[src/rtl/testbasic6_sender_if.sv]
// Handshake bundle for the two-port sender: a data word, valid (notify) and ready (sync) per port.
// The bundle also carries the combined transfer count.
interface testbasic6_sender_if;
  logic [31:0] b_out;
  logic        b_out_sync;
  logic        b_out_notify;
  logic [31:0] b_out2;
  logic        b_out2_sync;
  logic        b_out2_notify;
  logic [7:0]  sent_cnt;

  // Handshake: a port's word transfers on a rising edge where notify=1 and sync=1.
  // While notify=1 the word holds stable, and sync is ignored while notify=0.
  modport master (
    output b_out, b_out_notify, b_out2, b_out2_notify, sent_cnt,
    input  b_out_sync, b_out2_sync
  );

  modport slave (
    input  b_out, b_out_notify, b_out2, b_out2_notify, sent_cnt,
    output b_out_sync, b_out2_sync
  );
endinterface

[src/rtl/testbasic6_sender.sv]
// Sends pairs of words: var on port A, then var+1 on port B, and then advances var by 2.
// All outputs are registered, and state is exposed on state_dbg.
module testbasic6_sender #(
  parameter logic [31:0] RESET_VAR = 32'd4
) (
  input  logic                       clk,
  input  logic                       rst,
  input  logic                       en,
  testbasic6_sender_if.master        bus,
  output logic [1:0]                 state_dbg
);

  typedef enum logic [1:0] {
    IDLE   = 2'd0,
    SEND_A = 2'd1,
    SEND_B = 2'd2
  } state_t;

  state_t      state_q, state_d;
  logic [31:0] var_q, var_d;
  logic [31:0] b_out_q, b_out_d;
  logic [31:0] b_out2_q, b_out2_d;
  logic        a_notify_q, a_notify_d;
  logic        b_notify_q, b_notify_d;
  logic [7:0]  cnt_q, cnt_d;

  always_ff @(posedge clk or negedge rst) begin
    if (!rst) begin
      state_q    <= IDLE;
      var_q      <= RESET_VAR;
      b_out_q    <= 32'd0;
      b_out2_q   <= 32'd0;
      a_notify_q <= 1'b0;
      b_notify_q <= 1'b0;
      cnt_q      <= 8'd0;
    end else begin
      state_q    <= state_d;
      var_q      <= var_d;
      b_out_q    <= b_out_d;
      b_out2_q   <= b_out2_d;
      a_notify_q <= a_notify_d;
      b_notify_q <= b_notify_d;
      cnt_q      <= cnt_d;
    end
  end

  always_comb begin
    state_d    = state_q;
    var_d      = var_q;
    b_out_d    = b_out_q;
    b_out2_d   = b_out2_q;
    a_notify_d = a_notify_q;
    b_notify_d = b_notify_q;
    cnt_d      = cnt_q;
    case (state_q)
      IDLE: begin
        a_notify_d = 1'b0;
        b_notify_d = 1'b0;
        if (en) begin
          state_d    = SEND_A;
          b_out_d    = var_q;
          a_notify_d = 1'b1;
        end
      end
      SEND_A: begin
        if (a_notify_q && bus.b_out_sync) begin
          state_d    = SEND_B;
          a_notify_d = 1'b0;
          b_out2_d   = var_q + 32'd1;
          b_notify_d = 1'b1;
          cnt_d      = cnt_q + 8'd1;
        end
      end
      SEND_B: begin
        // en is only consulted once B completes, so a started pair is never cut short.
        if (b_notify_q && bus.b_out2_sync) begin
          b_notify_d = 1'b0;
          var_d      = var_q + 32'd2;
          cnt_d      = cnt_q + 8'd1;
          if (en) begin
            state_d    = SEND_A;
            b_out_d    = var_q + 32'd2;
            a_notify_d = 1'b1;
          end else begin
            state_d    = IDLE;
          end
        end
      end
      default: begin
        state_d    = IDLE;
        a_notify_d = 1'b0;
        b_notify_d = 1'b0;
      end
    endcase
  end

  assign bus.b_out         = b_out_q;
  assign bus.b_out2        = b_out2_q;
  assign bus.b_out_notify  = a_notify_q;
  assign bus.b_out2_notify = b_notify_q;
  assign bus.sent_cnt      = cnt_q;
  assign state_dbg         = state_q;

endmodule

[src/flat_wrapper.sv]
// flat-port wrapper written by rule: the top's interface ports become plain ports
module testbasic6_sender_flat 
#(
  parameter logic [31:0] RESET_VAR = 32'd4
)
  (clk, rst, en, state_dbg, bus_b_out, bus_b_out_notify, bus_b_out2, bus_b_out2_notify, bus_sent_cnt, bus_b_out_sync, bus_b_out2_sync);
  testbasic6_sender_if bus_i ();
  input  logic clk;
  input  logic rst;
  input  logic en;
  output logic [1:0] state_dbg;
  output wire logic [$bits(bus_i.b_out)-1:0] bus_b_out;
  output wire logic [$bits(bus_i.b_out_notify)-1:0] bus_b_out_notify;
  output wire logic [$bits(bus_i.b_out2)-1:0] bus_b_out2;
  output wire logic [$bits(bus_i.b_out2_notify)-1:0] bus_b_out2_notify;
  output wire logic [$bits(bus_i.sent_cnt)-1:0] bus_sent_cnt;
  input wire logic [$bits(bus_i.b_out_sync)-1:0] bus_b_out_sync;
  input wire logic [$bits(bus_i.b_out2_sync)-1:0] bus_b_out2_sync;
  assign bus_b_out = bus_i.b_out;
  assign bus_b_out_notify = bus_i.b_out_notify;
  assign bus_b_out2 = bus_i.b_out2;
  assign bus_b_out2_notify = bus_i.b_out2_notify;
  assign bus_sent_cnt = bus_i.sent_cnt;
  assign bus_i.b_out_sync = bus_b_out_sync;
  assign bus_i.b_out2_sync = bus_b_out2_sync;
  testbasic6_sender #(.RESET_VAR(RESET_VAR)) u_core (.clk(clk), .rst(rst), .en(en), .bus(bus_i), .state_dbg(state_dbg));
endmodule
[config.mk]
export PLATFORM = sky130hd
export DESIGN_NAME = testbasic6_sender_flat
export DESIGN_NICKNAME = d
export VERILOG_FILES = /design/src/rtl/testbasic6_sender_if.sv /design/src/rtl/testbasic6_sender.sv /design/src/flat_wrapper.sv
export SDC_FILE = /design/constraint.sdc
export NUM_CORES = 1
export LEC_CHECK = 0
export ABC_AREA = 0
export ABC_CLOCK_PERIOD_IN_PS = 2690
export BUFFER_PORTS_ARGS = -buffer_cell sky130_fd_sc_hd__clkbuf_2
export CORE_UTILIZATION = 56
export CTS_CLUSTER_DIAMETER = 50
export DETAILED_ROUTE_END_ITERATION = 8
export MAX_ROUTING_LAYER = met4
export PLACE_DENSITY = 0.79
export SLEW_MARGIN = 15
export SYNTH_ARGS = -nofsm -noshare
export SYNTH_HDL_FRONTEND = slang
export SYNTH_SLANG_ARGS = --single-unit
[constraint.sdc]
create_clock -name clk -period 2.69 [get_ports clk]
set_input_delay 0.807 -clock clk [delete_from_list [all_inputs] [get_ports clk]]
set_output_delay 0.807 -clock clk [all_outputs]
set_load 0.02 [all_outputs]
==> results of run 1 <==
report_power, final:
| part | internal (mW) | leakage (nW) | switching, mW |
|---|---|---|---|
| logic | 0.497 | 1.14 | 0.898 |
| registers | 1.91 | 1.38 | 0.270 |
| clock network | 0.364 | 0.0891 | 0.526 |
| total | 2.77 | 2.61 | 1.69 |
cell families (layout without fill, tap and decap cells):
| family | Yosys count | count (layout) | synth area share [%] |
|---|---|---|---|
| buf+inv | 37 | 108 | 3.58 |
| xor+xnor | 66 | 66 | 11.9 |
| flops | 106 | 106 | 54.6 |
| simple gates | 159 | 159 | 17.4 |
| compound gates | 45 | 45 | 5.02 |
| mux | 30 | 30 | 6.95 |
| fa+ha+maj | 2 | 2 | 0.515 |
| other cells | 1 | 1 | 0.0771 |
registers in the layout (all words and copies together) (netlist names):
name and count:
u_core.bus.b_out2 32, u_core.bus.b_out 31, u_core.var_q 31, u_core.bus.sent_cnt 8, u_core.state_dbg 2, u_core.bus.b_out2_notify 1
u_core.bus.b_out_notify 1
through the flow:
stage               worst slack (ns)  util (%)  cell area, µm²  std cells
finish                         0.434      66.4            5510        622
global route                   0.319      66.4            5510        622
CTS                            0.414      66.4            5510        622
detailed placement             0.267      64.2            5330        607
global placement               0.368      64.2            5330        607
floorplan                      0.635         -            4860        446
cell usage in the layout, fill, tap and decap left out, drive strengths merged:
cell / count
nand3: 16
mux2: 30
xor2: 29
conb: 1
nand2: 31
o22ai: 2
and4: 3
inv: 9
nor4: 7
o32ai: 1
a31oi: 3
clkinv: 2
buf: 8
dfrtp: 105
and3b: 1
xnor2: 37
and2: 4
clkinvlp: 1
nand4: 23
nand4b: 6
o21ai: 4
nor2b: 2
or3: 1
clkbuf: 88
nand2b: 4
a211oi: 1
nor2: 50
a22oi: 1
a21oi: 32
ha: 2
or2: 1
dfstp: 1
and3: 4
o22a: 1
nor3: 6
cell type report:
type	instances	share of cell area [%]
clock buffers	10	2.50
clock inverters	5	0.704
multi-input cells	303	37.1
repair buffers	86	8.63
inverters	7	0.477
well taps	105	2.39
flip-flops and latches	106	48.2
final timing paths:
kind | cells past startpoint | endpoint | from
worst max-delay path | 6 | u_core.bus.b_out[31] | u_core.var_q[2]
worst min-delay path | 1 | u_core.bus.b_out[5] | rst
worst max register to register | 6 | u_core.bus.b_out[31] | u_core.var_q[2]
worst min register to register | 1 | u_core.bus.sent_cnt[7] | u_core.bus.sent_cnt[7]
max in group asynchronous | 2 | u_core.bus.b_out2[20] | rst
min in group clk | 1 | u_core.bus.sent_cnt[7] | u_core.bus.sent_cnt[7]
routing by layer:
layer	wire, µm	part of all wire [%]
met5	0	0
met4	187	1.8
met3	490	4.8
met2	4860	47
met1	4770	46
==> impl_metrics.ini, run 1 <==
[global_route]
overflow = 0
grt_use_met1_pct = 34.6
grt_max_degree = 56
grt_pass1_vias = 3393
grt_busiest_layer = met2
grt_use_total_pct = 25.2
met3_usage_pct = 2.47
antenna_found_initial = 0
grt_pass1_wl_mm = 16.9
grt.met2_usage_pct = 39.2

[timing]
skew_ns = 0.0154
worst_pin_slew_ns = 0.673
timing.final.crit_share_pct = 83.9
setup-violations-final = 0
slew_violations = 0
hold_viol = 0
fin_worst_hold_slack_ns = 0.467
rsz0062_at_grt = false
period_needed_ns = 2.26
maxSlewHeadroom_pct = 54.9
clock.fmax_mhz = 443
finalSetupTns_ns = 0

[final_layout]
multiInputGateArea_mm2 = 0.00204
final-seq-area_mm2 = 0.00265
filler_cell_count = 671
antenna-diode-count = 0
finalNetCount = 520
areaGrowthSynthToFinish_pct = 13.3
drive_gt1_share_pct = 27.5

[synth]
syn_area_mm2 = 0.00486
synth_edf_count = 0
ys_async_sr_fraction_pct = 100
seq_area_frac_synth_pct = 54.6
synth_top_area_cell = dfrtp_1
synthTopCellsByArea = dfrtp_1 (54%), mux2_2 (6.9%), xnor2_1 (6.7%)
synthTopCellsByCount = dfrtp_1 (105), nor2_1 (50), xnor2_1 (37), a21oi_1 (32), nand2_1 (31)
synth.net_count = 453
ys_ff_latch = 106
syn_area_per_cell_um2 = 10.9
yosysWarningCount = 0
dominantRegCellSynth = dfrtp_1
synth.distinct_cells = 43
yosysMostFrequentCell = dfrtp_1
synth_top_area_share_pct = 54.1
synthCells = 446

[drt]
drt_wl_total_mm = 10.3
drt_iter0_drc = 218
drtAntennaViolNets = 0
vias = 3527
wire_per_inst_um = 16.6
drc = 0
vias_per_cell = 5.67
dr.pass1.iters = 4

[flow_run]
maxCapViolCount = 0

[worst_setup_path]
crit_path_max_fanout = 8
start_kind = flip-flop
end_kind = flip-flop
crit_arrival_ns = 2.49
crit_type = flip-flop to flip-flop
path_buf_inv = 0
rrSetupSlack_ns = 0.43
max_stage_delay_ns = 0.59
cp_data_required_time_ns = 2.92
crit_chain = ha_1 > nand3_2 > nor3_2 > nand4_1 > xor2_1 > a21oi_1
cp_top_family = simple AND/OR/NAND/NOR gates
cp_slowest_cell = dfstp_2

[power]
powerDensity_mw_per_mm2 = 810
leakage_nw = 2.61
ir_worst_vdd_v = 0.000376
p_total_mw = 4.46

[die]
io_pins = 81
design.core.area_mm2 = 0.00830
die-area_mm2 = 0.00906
die_y_um = 95.2
die_w_um = 95.2
initial_core_util_pct = 58.6
num_rows = 33

[cts]
cts_tree = built
insertion_delay_ns = 0.36
cts_buffers = 9
cts_hold_buf = 0
cts_resized = 0
cts_num_sinks = 106
clockBufferDepth = 2
clock-root-buffer = clkbuf_8
path_clk_slew_ns = 0.10
post_cts_buffers = 0
h-tree-depth = 3

[outcome]
status = finished clean

[placed_design]
io_buffers = 79
place_hpwl_mm = 7.21
place_congestion = 0.883

[min_path]
hold_class = primary input to asynchronous set/reset pin
Power figures use the tool's default switching activity.
==> run 2, diff against run 1 <==
Settings changed: ABC_CLOCK_PERIOD_IN_PS 2690 to 2160.
Clock period 2.69 ns to 2.16 ns, I/O delays scaled along.
==> impl_metrics.ini, run 2 (synthesized netlist as in run 1, its figures left out) <==
[outcome]
status = finished clean

[cts]
cts_buffers = 9
post_cts_buffers = 0
insertion_delay_ns = 0.37
h-tree-depth = 3
clock-root-buffer = clkbuf_8
clockBufferDepth = 2
path_clk_slew_ns = 0.10
cts_num_sinks = 106
cts_tree = built

[power]
leakage_nw = 2.71
ir_worst_vdd_v = 0.000479
p_total_mw = 5.70
powerDensity_mw_per_mm2 = 1010

[timing]
worst_pin_slew_ns = 0.564
maxSlewHeadroom_pct = 62.3
hold_viol = 0
setup_slack_ns = 0.0884
fin_worst_hold_slack_ns = 0.244
rsz0062_at_grt = false
setup-violations-final = 0
timing.final.crit_share_pct = 95.9
slew_violations = 0
period_needed_ns = 2.07
skew_ns = 0.0119
clock.fmax_mhz = 483
finalSetupTns_ns = 0

[drt]
drt_wl_total_mm = 10.1
drt_iter0_drc = 235
drtAntennaViolNets = 0
dr.pass1.iters = 5
vias_per_cell = 5.60
wire_per_inst_um = 15.9
drc = 0
vias = 3558

[final_layout]
antenna-diode-count = 0
layoutNonFillerInstCount = 635
final_cell_mix = dfrtp_1 (105), clkbuf_2 (78), nor2_1 (50), xnor2_1 (37)
drive_gt1_share_pct = 29.1
areaGrowthSynthToFinish_pct = 15.9
final_common_cell = dfrtp_1
final_core_util_pct = 67.9
filler_cell_count = 642
largest_reg_flops = 32
finalNetCount = 532
design_area_mm2 = 0.00563

[die]
num_rows = 33
die_y_um = 95.2
initial_core_util_pct = 58.6
die_w_um = 95.2
design.core.area_mm2 = 0.00830
die-area_mm2 = 0.00906
io_pins = 81

[worst_setup_path]
rr_startpoint = u_core.var_q[2]
crit_path_max_fanout = 8
cp_data_required_time_ns = 2.42
end_kind = flip-flop
start_kind = flip-flop
startpoint = u_core.var_q[2]
crit_type = flip-flop to flip-flop
crit_arrival_ns = 2.33

[placed_design]
dp_cells = 619
pre_cts_slack_ns = 0.115
dpl_cell_area_mm2 = 0.00542
place_congestion = 0.938
place_hpwl_mm = 7.37
io_buffers = 79

[global_route]
grt_max_degree = 39
antenna_found_initial = 0
overflow = 0
grt_use_total_pct = 25.0
grt_pass1_wl_mm = 16.7
grt_pass1_vias = 3438

[flow_run]
maxCapViolCount = 0

[min_path]
hold_class = primary input to asynchronous set/reset pin
run 2: timing repair:
item,4_1_cts,5_1_grt
resized for setup,0,1
hold buffers,0,0
setup endpoints to repair,0,2
run 2: critical path: stages (launching register included):
cell     delay, ns
dfstp_2       0.58
ha_1          0.23
nand3_2       0.21
or3_4         0.46
and3b_2       0.29
nand2_1       0.07
xnor2_1       0.13
run 2: routing by layer:
layer  GRT usage [%]  wire (µm)  vias up
met1            33.9       4550     1754
met2            37.3       4770      109
met3            5.18        616       11
met4            9.34        141        0
li1                -          -     1684
met5               -          0        -
run 2: worst paths after layout:
check / to / slack [ns] / cells after the start
setup / recovery: u_core.var_q[29] / 0.09 / 6
hold / removal: u_core.bus.b_out[4] / 0.24 / 1
min in group clk: u_core.bus.sent_cnt[7] / 0.48 / 1
max in group asynchronous: u_core.var_q[2] / 1.31 / 2
hold reg to reg: u_core.bus.sent_cnt[7] / 0.48 / 1
setup reg to reg: u_core.var_q[29] / 0.09 / 6
run 2: area by class of cell:
cell class	instances	area (µm²)	share of cell area [%]
Sequential cell	106	2650	47.1
Clock inverter	5	60.1	1.07
Inverter	7	26.3	0.467
Timing Repair Buffer	98	566	10.0
Clock buffer	11	141	2.51
Multi-Input combinational cell	303	2050	36.5
Tap cell	105	131	2.33
run 2: power breakdown:
group,internal (mW),switching [mW],total [mW]
Combinational,0.643,1.16,1.81
Clock,0.575,0.677,1.25
Sequential,2.37,0.269,2.64
